File: src/rtl/seizure_detector.sv
// Seizure onset/offset detector: adaptive EMA baseline, run-length onset/offset FSM.
// Optional SZ_EVENT_COUNT_EN adds a saturating 16-bit onset counter on event_count.
module seizure_detector #(
  parameter int IN_WIDTH    = 40,
  parameter int ALPHA_SHIFT = 4,
  parameter int THR_SHIFT   = 2,
  parameter int WARMUP_CNT  = 32,
  parameter int ONSET_CNT   = 8,
  parameter int OFFSET_CNT  = 16,
  parameter int CNT_WIDTH   = 8
) (
  input  logic                       clk,
  input  logic                       rst,
  input  logic                       en,
  input  logic signed [IN_WIDTH-1:0] din,
  input  logic                       din_valid,
  output logic                       seizure,
  output logic                       onset_pulse,
  output logic                       offset_pulse,
  output logic [IN_WIDTH-1:0]        baseline,
  output logic [2:0]                 state
`ifdef SZ_EVENT_COUNT_EN
  ,
  output logic [15:0]                event_count
`endif
);

  typedef enum logic [2:0] {
    ST_WARMUP  = 3'd0,
    ST_NORMAL  = 3'd1,
    ST_PENDING = 3'd2,
    ST_SEIZURE = 3'd3,
    ST_RECOVER = 3'd4
  } state_e;

  localparam int CW = IN_WIDTH + THR_SHIFT;

  state_e                state_q, state_d;
  logic [CNT_WIDTH-1:0]  cnt_q, cnt_d, cnt_inc;
  logic [IN_WIDTH-1:0]   base_q, base_d;
  logic                  seizure_q, seizure_d;
  logic                  onset_q, onset_d;
  logic                  offset_q, offset_d;

  logic                  acc;
  logic [IN_WIDTH-1:0]   x;
  logic                  above;
  logic signed [IN_WIDTH:0] diff, step, ema_sum;
  logic [IN_WIDTH-1:0]   ema;
  logic                  ema_msb_unused;

  assign acc     = en & din_valid;
  assign x       = din[IN_WIDTH-1] ? '0 : $unsigned(din);
  // Widened compare so baseline << THR_SHIFT never overflows.
  assign above   = CW'(x) > (CW'(base_q) << THR_SHIFT);
  assign diff    = $signed({1'b0, x}) - $signed({1'b0, base_q});
  assign step    = diff >>> ALPHA_SHIFT;
  assign ema_sum = $signed({1'b0, base_q}) + step;
  assign ema     = ema_sum[IN_WIDTH-1:0];
  assign ema_msb_unused = ema_sum[IN_WIDTH];
  assign cnt_inc = cnt_q + CNT_WIDTH'(1);

  always_comb begin
    state_d  = state_q;
    cnt_d    = cnt_q;
    base_d   = base_q;
    onset_d  = 1'b0;
    offset_d = 1'b0;
    if (acc) begin
      unique case (state_q)
        ST_WARMUP: begin
          // Counter is zero only on the first sample after reset: seed directly.
          base_d = (cnt_q == '0) ? x : ema;
          cnt_d  = cnt_inc;
          if (cnt_inc == CNT_WIDTH'(WARMUP_CNT)) begin
            state_d = ST_NORMAL;
            cnt_d   = '0;
          end
        end
        ST_NORMAL: begin
          if (above) begin
            if (ONSET_CNT == 1) begin
              state_d = ST_SEIZURE;
              cnt_d   = '0;
              onset_d = 1'b1;
            end else begin
              state_d = ST_PENDING;
              cnt_d   = CNT_WIDTH'(1);
            end
          end else begin
            base_d = ema;
          end
        end
        ST_PENDING: begin
          if (above) begin
            cnt_d = cnt_inc;
            if (cnt_inc == CNT_WIDTH'(ONSET_CNT)) begin
              state_d = ST_SEIZURE;
              cnt_d   = '0;
              onset_d = 1'b1;
            end
          end else begin
            state_d = ST_NORMAL;
            cnt_d   = '0;
            base_d  = ema;
          end
        end
        ST_SEIZURE: begin
          if (!above) begin
            if (OFFSET_CNT == 1) begin
              state_d  = ST_NORMAL;
              cnt_d    = '0;
              offset_d = 1'b1;
            end else begin
              state_d = ST_RECOVER;
              cnt_d   = CNT_WIDTH'(1);
            end
          end
        end
        ST_RECOVER: begin
          if (!above) begin
            cnt_d = cnt_inc;
            if (cnt_inc == CNT_WIDTH'(OFFSET_CNT)) begin
              state_d  = ST_NORMAL;
              cnt_d    = '0;
              offset_d = 1'b1;
            end
          end else begin
            state_d = ST_SEIZURE;
            cnt_d   = '0;
          end
        end
        default: begin
          state_d = ST_WARMUP;
          cnt_d   = '0;
        end
      endcase
    end
    seizure_d = (state_d == ST_SEIZURE) || (state_d == ST_RECOVER);
  end

  always_ff @(posedge clk or negedge rst) begin
    if (!rst) begin
      state_q   <= ST_WARMUP;
      cnt_q     <= '0;
      base_q    <= '0;
      seizure_q <= 1'b0;
      onset_q   <= 1'b0;
      offset_q  <= 1'b0;
    end else begin
      state_q   <= state_d;
      cnt_q     <= cnt_d;
      base_q    <= base_d;
      seizure_q <= seizure_d;
      onset_q   <= onset_d;
      offset_q  <= offset_d;
    end
  end

`ifdef SZ_EVENT_COUNT_EN
  logic [15:0] ev_q, ev_d;

  always_comb begin
    ev_d = ev_q;
    if (onset_d && ev_q != 16'hFFFF) ev_d = ev_q + 16'd1;
  end

  always_ff @(posedge clk or negedge rst) begin
    if (!rst) ev_q <= '0;
    else      ev_q <= ev_d;
  end

  assign event_count = ev_q;
`endif

  assign seizure      = seizure_q;
  assign onset_pulse  = onset_q;
  assign offset_pulse = offset_q;
  assign baseline     = base_q;
  assign state        = state_q;

endmodule

File: config.mk
export PLATFORM = sky130hd
export DESIGN_NAME = seizure_detector
export DESIGN_NICKNAME = d
export VERILOG_FILES = /design/src/rtl/seizure_detector.sv
export SDC_FILE = /design/constraint.sdc
export NUM_CORES = 1
export LEC_CHECK = 0
export CORE_ASPECT_RATIO = 0.8
export CORE_MARGIN = 1.5
export CORE_UTILIZATION = 30
export CTS_CLUSTER_SIZE = 8
export DETAILED_ROUTE_END_ITERATION = 12
export DONT_BUFFER_PORTS = 1
export PLACE_DENSITY_LB_ADDON = 0.05
export SLEW_MARGIN = 10
export SYNTH_ARGS = -nofsm -noshare
export SYNTH_HDL_FRONTEND = slang
export SYNTH_SLANG_ARGS = --single-unit
File: constraint.sdc
create_clock -name clk -period 4.9 [get_ports clk]
set_input_delay 0.49 -clock clk [delete_from_list [all_inputs] [get_ports clk]]
set_output_delay 0.49 -clock clk [all_outputs]
set_load 0.03 [all_outputs]
; Yosys cells after proc, flatten, opt, wreduce, memory -nomap -nowiden
; Cells that the tools add are included.
[word_totals]
rom_bits = 0
ram_bits = 0
latch_bits = 0
memories = 0
regBits = 54
in_bits = 44
[op_classes]
div_mod_pow = 0
n_lt_le_gt_ge = 1
n_mux = 29
addsub = 3
n_bitwise = 1
shifts = 0
n_reduce_logical = 7
mul = 0
n_eq_ne = 12
[ops]
columns = cell, count
row1 = $mux 40, 2
row2 = $pmux 40 s2, 1
row3 = $mux 8, 7
row4 = $gt 39x42->1, 1
row5 = $sub 39x40->41, 1
row6 = $add 40x37->40, 1
row7 = $pmux 8 s5, 1
row8 = $mux 39, 1
row9 = $mux 3, 8
row10 = $pmux 3 s5, 1
row11 = $eq 3x2->1 const B, 3
row12 = $add 8x1->8 const B, 1
row13 = $eq 8x4->1 const B, 1
row14 = $eq 8x5->1 const B, 1
row15 = $eq 8x6->1 const B, 1
row16 = $logic_not 8->1, 1
row17 = $mux 1, 8
row18 = $eq 3x3->1 const B, 2
row19 = $ne 2x2->1 const B, 3
row20 = $reduce_and 3->1, 2
row21 = $eq 3x1->1 const B, 1
row22 = $logic_not 3->1, 1
row23 = $reduce_bool 2->1, 1
row24 = $reduce_or 2->1, 1
row25 = 2 further kinds, 2

; Depth between registers and ports, before layout
[logic_depth]
depth_word = 8
mapped_depth = 30
ltp_nobuf = 26

; Least setup slack after synthesis
; Ideal clock, no wire load.
[synth_timing]
path_type = input to register
start = in din[39]
end = reg base_q[38] (netlist: baseline[38])
path_buffers = 7
path_slack_ns = -1.651
required_ns = 4.808
stages = 28
arrival_ns = 6.459
cell_sequence = buf_2 -> clkbuf_1 -> clkbuf_1 -> clkbuf_1 -> clkbuf_1 -> clkbuf_1 -> nor2b_1 -> ha_1 -> a31o_2 -> a21o_1 -> a21oi_1 -> o31ai_1 -> a31oi_1 -> o21bai_1 -> xor2_1 -> ha_1 -> clkbuf_1 -> nand3_1 -> or3_1 -> nor3_1 -> nor3_1 -> o21a_1 -> o31ai_1 -> nand2_1 -> a2111oi_0 -> nor4_1 -> a31o_2 -> o31ai_2
[synth_between]
elab_chain_len = 5
elab_cells_between_ends = 9
cone_classes = add/sub (2) / order compare (1) / eq/ne (1) / mux (4) / reduce/logical (1)
[synth_rtl]
columns = item, line
row1 = start: declaration, 15  ; input logic signed [IN_WIDTH-1:0] din,
row2 = $mux 39 (*), 53  ; assign x = din[IN_WIDTH-1] ? '0 : $unsigned(din);
row3 = $sub 39x40->41, 56  ; assign diff = $signed({1'b0, x}) - $signed({1'b0, base_q});
row4 = $add 40x37->40, 58  ; assign ema_sum = $signed({1'b0, base_q}) + step;
row5 = "$mux 40, on equally long branches", "81, 95, 73"
row6 = $pmux 40 s2, 70  ; unique case (state_q)
row7 = end signal: assignment, 153  ; base_q <= base_d;
row8 = end: declaration, 40  ; logic [IN_WIDTH-1:0] base_q, base_d;
; Every way passes the cells marked *; elsewhere a longest branch is shown, timed or not. The select of a mux whose other input is x is not followed.
; A chain may end at the register's enable or synchronous reset.

; Worst setup path in the final report
[layout_timing]
start = reg base_q[8] (netlist: baseline[8])
end = reg base_q[36] (netlist: baseline[36])
[layout_between]
elab_chain_len = 4
elab_cells_between_ends = 8
cone_classes = add/sub (2) / order compare (1) / eq/ne (1) / mux (3) / reduce/logical (1)
[layout_rtl]
columns = item, line
row1 = $sub 39x40->41, 56
row2 = $add 40x37->40, 58
row3 = "$mux 40, on equally long branches", "81, 95, 73"
row4 = $pmux 40 s2, 70
; Parallel ways exist; a longest one is shown, timed or not. The select of a mux whose other input is x is not followed.

==> metrics.txt <==
# TYPE chip_impl_metric gauge
chip_impl_metric{name="yosys_warnings",unit=""} 0
chip_impl_info{name="criticalPathCategory",value="reg -> reg"} 1
chip_impl_metric{name="die_x",unit="um"} 192.2
chip_impl_metric{name="timing.fmax",unit="GHz"} 0.2055
chip_impl_metric{name="tightestPinTransition",unit="ns"} 0.8061
chip_impl_metric{name="setup_violations",unit=""} 0
chip_impl_metric{name="number_of_antenna_violations_at_the_first_check_in_global_routing",unit=""} 1
chip_impl_metric{name="dieHeight",unit="um"} 154.3
chip_impl_metric{name="multi_input_area",unit="um^2"} 7562
chip_impl_metric{name="drive_above_1_share",unit="%"} 31.05
chip_impl_metric{name="hold-worst-slack",unit="ns"} 0.03645
chip_impl_metric{name="rows",unit=""} 55
chip_impl_info{name="timing.rr.end",value="baseline[36]$_DFFE_PN0P_"} 1
chip_impl_metric{name="yosysSeqAreaShare",unit="%"} 15.73
chip_impl_metric{name="clk_pin_slew_worst_paths",unit="ns"} 0.10
chip_impl_metric{name="synth_fp_nets",unit=""} 1309
chip_impl_metric{name="clock_sinks",unit=""} 54
chip_impl_metric{name="layout_min_cycle_time",unit="ns"} 4.866
chip_impl_metric{name="r2r_slack",unit="ns"} 0.03
chip_impl_metric{name="post_drt_via_cell_ratio",unit=""} 5.296
chip_impl_metric{name="synthesis.area_per_instance",unit="um^2"} 7.335
chip_impl_metric{name="route.antenna.remaining_nets",unit=""} 0
chip_impl_info{name="dominantRegCellSynth",value="sky130_fd_sc_hd__dfrtp_1"} 1
chip_impl_metric{name="rr_worst_depth",unit=""} 25
chip_impl_info{name="worst_hold_path_type",value="in -> async"} 1
chip_impl_metric{name="layout-area-overhead-vs-synth",unit="%"} 38.53
chip_impl_metric{name="globalRoute.totalOverflow",unit=""} 0
chip_impl_info{name="endpoint_kind",value="flop"} 1
chip_impl_metric{name="timing.critical_path.fanout_max",unit=""} 5
chip_impl_metric{name="io_buffer_count",unit=""} 0
chip_impl_metric{name="num-nets-final",unit=""} 1523
chip_impl_metric{name="synthesized_netlist_cell_count",unit=""} 1171
chip_impl_info{name="cts_tree",value="built"} 1
chip_impl_info{name="ctsRootBufferMaster",value="sky130_fd_sc_hd__clkbuf_16"} 1
chip_impl_metric{name="yosys_register_bits",unit=""} 54
chip_impl_metric{name="clk-insertion-delay-late",unit="ns"} 0.33
chip_impl_metric{name="vias",unit=""} 9299
chip_impl_info{name="unrepaired_setup_endpoints_after_global_routing",value="yes"} 1
chip_impl_metric{name="slew_headroom",unit="%"} 46.26
chip_impl_metric{name="floorplan.core_area",unit="um^2"} 28210
chip_impl_info{name="reg2reg_from",value="baseline[8]$_DFFE_PN0P_"} 1
chip_impl_metric{name="dp_hpwl",unit="um"} 25550
chip_impl_metric{name="grt_max_degree",unit=""} 77
chip_impl_metric{name="maxSlewViolCount",unit=""} 0
chip_impl_metric{name="final.fill_count",unit=""} 2929
chip_impl_metric{name="first_iter_violations",unit=""} 582
chip_impl_info{name="run_status",value="complete, no violations"} 1
chip_impl_metric{name="fp.dieArea",unit="um^2"} 29660
chip_impl_metric{name="post_synth_num_cell_types",unit=""} 77
chip_impl_metric{name="top_level_ports",unit=""} 90
chip_impl_metric{name="drv_cap",unit=""} 0
chip_impl_metric{name="grt_usage",unit="%"} 22.40
chip_impl_metric{name="htree_levels",unit=""} 2
chip_impl_metric{name="max-clock-path-buffers",unit=""} 2
chip_impl_metric{name="grt_pass1_wl",unit="um"} 51680
chip_impl_metric{name="wl",unit="um"} 33620
chip_impl_metric{name="grt_pass1_vias",unit=""} 8814
chip_impl_metric{name="firstDrtPassIters",unit=""} 5
chip_impl_metric{name="route.detailed.drc",unit=""} 0
chip_impl_metric{name="crit_required",unit="ns"} 5.13
chip_impl_metric{name="post-route-period-util",unit="%"} 99.31
chip_impl_info{name="crit_path_start",value="baseline[8]$_DFFE_PN0P_"} 1
chip_impl_metric{name="initial_utilization",unit="%"} 30.44
chip_impl_metric{name="syn_area",unit="um^2"} 8589
chip_impl_metric{name="postSynth.asyncResetShare",unit="%"} 100.0
chip_impl_metric{name="finalHoldViolations",unit=""} 0
chip_impl_info{name="last_element_of_the_critical_path",value="baseline[36]$_DFFE_PN0P_"} 1
chip_impl_metric{name="worst_clock_skew",unit="ns"} 0.01560
chip_impl_metric{name="gp_congestion",unit=""} 0.8560
chip_impl_metric{name="register_area",unit="um^2"} 1355
chip_impl_metric{name="cp_data_arrival_time",unit="ns"} 5.10
chip_impl_metric{name="post_drt_wl_per_cell",unit="um"} 19.14
chip_impl_metric{name="number_of_cts_inserted_buffers",unit=""} 5
chip_impl_info{name="cp-start-kind",value="flop"} 1
chip_impl_metric{name="synth_enable_flop_cells",unit=""} 0
==> sequential cells by signal, summed over array words and instances, names as in the netlist <==
signal	count
state	3
onset_pulse	1
seizure	1
offset_pulse	1
cnt_q	8
baseline	40
==> stage by stage <==
step | setup TNS (ns) | cells | setup WS, ns | instance area (um^2) | utilization [%]
CTS | -0.07856 | 1741 | -0.05477 | 11400 | 40.42
global placement | -10.10 | 1707 | -0.7260 | 10710 | 37.95
finish | 0 | 1756 | 0.03403 | 11900 | 42.17
detailed placement | -10.97 | 1707 | -0.7945 | 10710 | 37.95
floorplan | -2.015 | 1171 | -0.5082 | 8842 | -
global route | -1.094 | 1755 | -0.2056 | 11900 | 42.16
==> worst max-delay path, stage by stage, from the launching register on <==
cell                       delay [ns]
sky130_fd_sc_hd__dfrtp_1         0.43
sky130_fd_sc_hd__buf_4           0.19
sky130_fd_sc_hd__o21ai_2         0.16
sky130_fd_sc_hd__o21ai_2         0.11
sky130_fd_sc_hd__a211oi_2        0.28
sky130_fd_sc_hd__a32oi_4         0.21
sky130_fd_sc_hd__nor2b_2         0.20
sky130_fd_sc_hd__o21ai_2         0.08
sky130_fd_sc_hd__o21a_1          0.12
sky130_fd_sc_hd__buf_4           0.15
sky130_fd_sc_hd__xnor2_2         0.14
sky130_fd_sc_hd__ha_1            0.34
sky130_fd_sc_hd__buf_4           0.15
sky130_fd_sc_hd__a21o_1          0.20
sky130_fd_sc_hd__a221oi_4        0.26
sky130_fd_sc_hd__buf_6           0.16
sky130_fd_sc_hd__o22ai_4         0.07
sky130_fd_sc_hd__nor3_4          0.22
sky130_fd_sc_hd__o21a_1          0.22
sky130_fd_sc_hd__o31ai_4         0.09
sky130_fd_sc_hd__buf_4           0.14
sky130_fd_sc_hd__a21o_1          0.16
sky130_fd_sc_hd__and2_4          0.15
sky130_fd_sc_hd__nor4b_4         0.26
sky130_fd_sc_hd__a21oi_2         0.07
sky130_fd_sc_hd__a221oi_2        0.23
==> layer usage <==
layer,GRT usage (%),wire length [um]
met4,2.436,188
met3,3.426,1450
met2,31.96,13620
met1,35.60,18350
met5,0,0
==> logic make-up after synthesis <==
group	synth area share, %
fa+ha+maj	14.96
simple gates	23.58
compound gates	29.45
buf+inv	6.220
mux	1.282
xor+xnor	8.769
flops	15.73
==> worst min-delay path by stage <==
stage / endpoint / cells past startpoint / from / slack, ns
6_report: baseline[23]$_DFFE_PN0P_ / 1 / rst / 0.04
5_1_grt: baseline[21]$_DFFE_PN0P_ / 1 / rst / 0.05
4_1_cts: baseline[23]$_DFFE_PN0P_ / 1 / rst / 0.04
3_5_place_dp: baseline[4]$_DFFE_PN0P_ / 0 / rst / 0.20
3_3_place_gp: baseline[4]$_DFFE_PN0P_ / 0 / rst / 0.20
2_1_floorplan: baseline[0]$_DFFE_PN0P_ / 0 / rst / 0.19
==> placed cells by master (no fill, tap or decap), drive strengths merged, types with 31 or more instances in the layout <==
master,count
a21o,44
a21oi,93
a31oi,31
buf,271
dfrtp,54
ha,93
inv,67
nand2,103
nand3,31
nor2,95
nor2b,43
o21ai,84
xnor2,66
==> final cells by class <==
| class | instances | area share (%) |
|---|---|---|
| Multi-Input combinational cell | 986 | 63.55 |
| Timing Repair Buffer | 271 | 17.85 |
| Sequential cell | 54 | 11.39 |
| Tap cell | 370 | 3.891 |
| Inverter | 67 | 2.114 |
| Clock buffer | 5 | 1.052 |
| Clock inverter | 2 | 0.1262 |
| Antenna cell | 1 | 0.02103 |
==> cells in the mapped netlist, drive strengths merged, types with 8 or more instances <==
cell | n | area, um^2
a211oi | 11 | 92.58
a21o | 44 | 330.3
a21oi | 93 | 465.5
a31oi | 31 | 193.9
and2 | 10 | 65.06
and3 | 9 | 56.30
buf | 15 | 98.84
clkbuf | 49 | 183.9
dfrtp | 54 | 1351
ha | 93 | 1164
inv | 67 | 251.5
maj3 | 10 | 101.4
mux2i | 11 | 110.1
nand2 | 103 | 386.6
nand2b | 29 | 196.4
nand3 | 31 | 155.2
nand4 | 17 | 106.4
nor2 | 95 | 356.6
nor2b | 43 | 269.0
nor3 | 16 | 80.08
o211ai | 13 | 97.59
o21a | 12 | 90.09
o21ai | 84 | 420.4
o21bai | 9 | 67.56
o22ai | 9 | 56.30
o31ai | 10 | 85.08
or2 | 8 | 50.05
xnor2 | 66 | 578.1
xor2 | 20 | 175.2
==> repair_timing <==
item	CTS	global route
gates resized for setup	77	76
pin swaps	61	86
endpoints found under the hold margin	54	0
hold buffers	1	0
buffers inserted	28	16
setup endpoints to repair	24	13
cloned	0	0
Power is left out: the tool's default activity adds up to more than one toggle a clock period on the data nets, which glitch-free logic cannot reach.
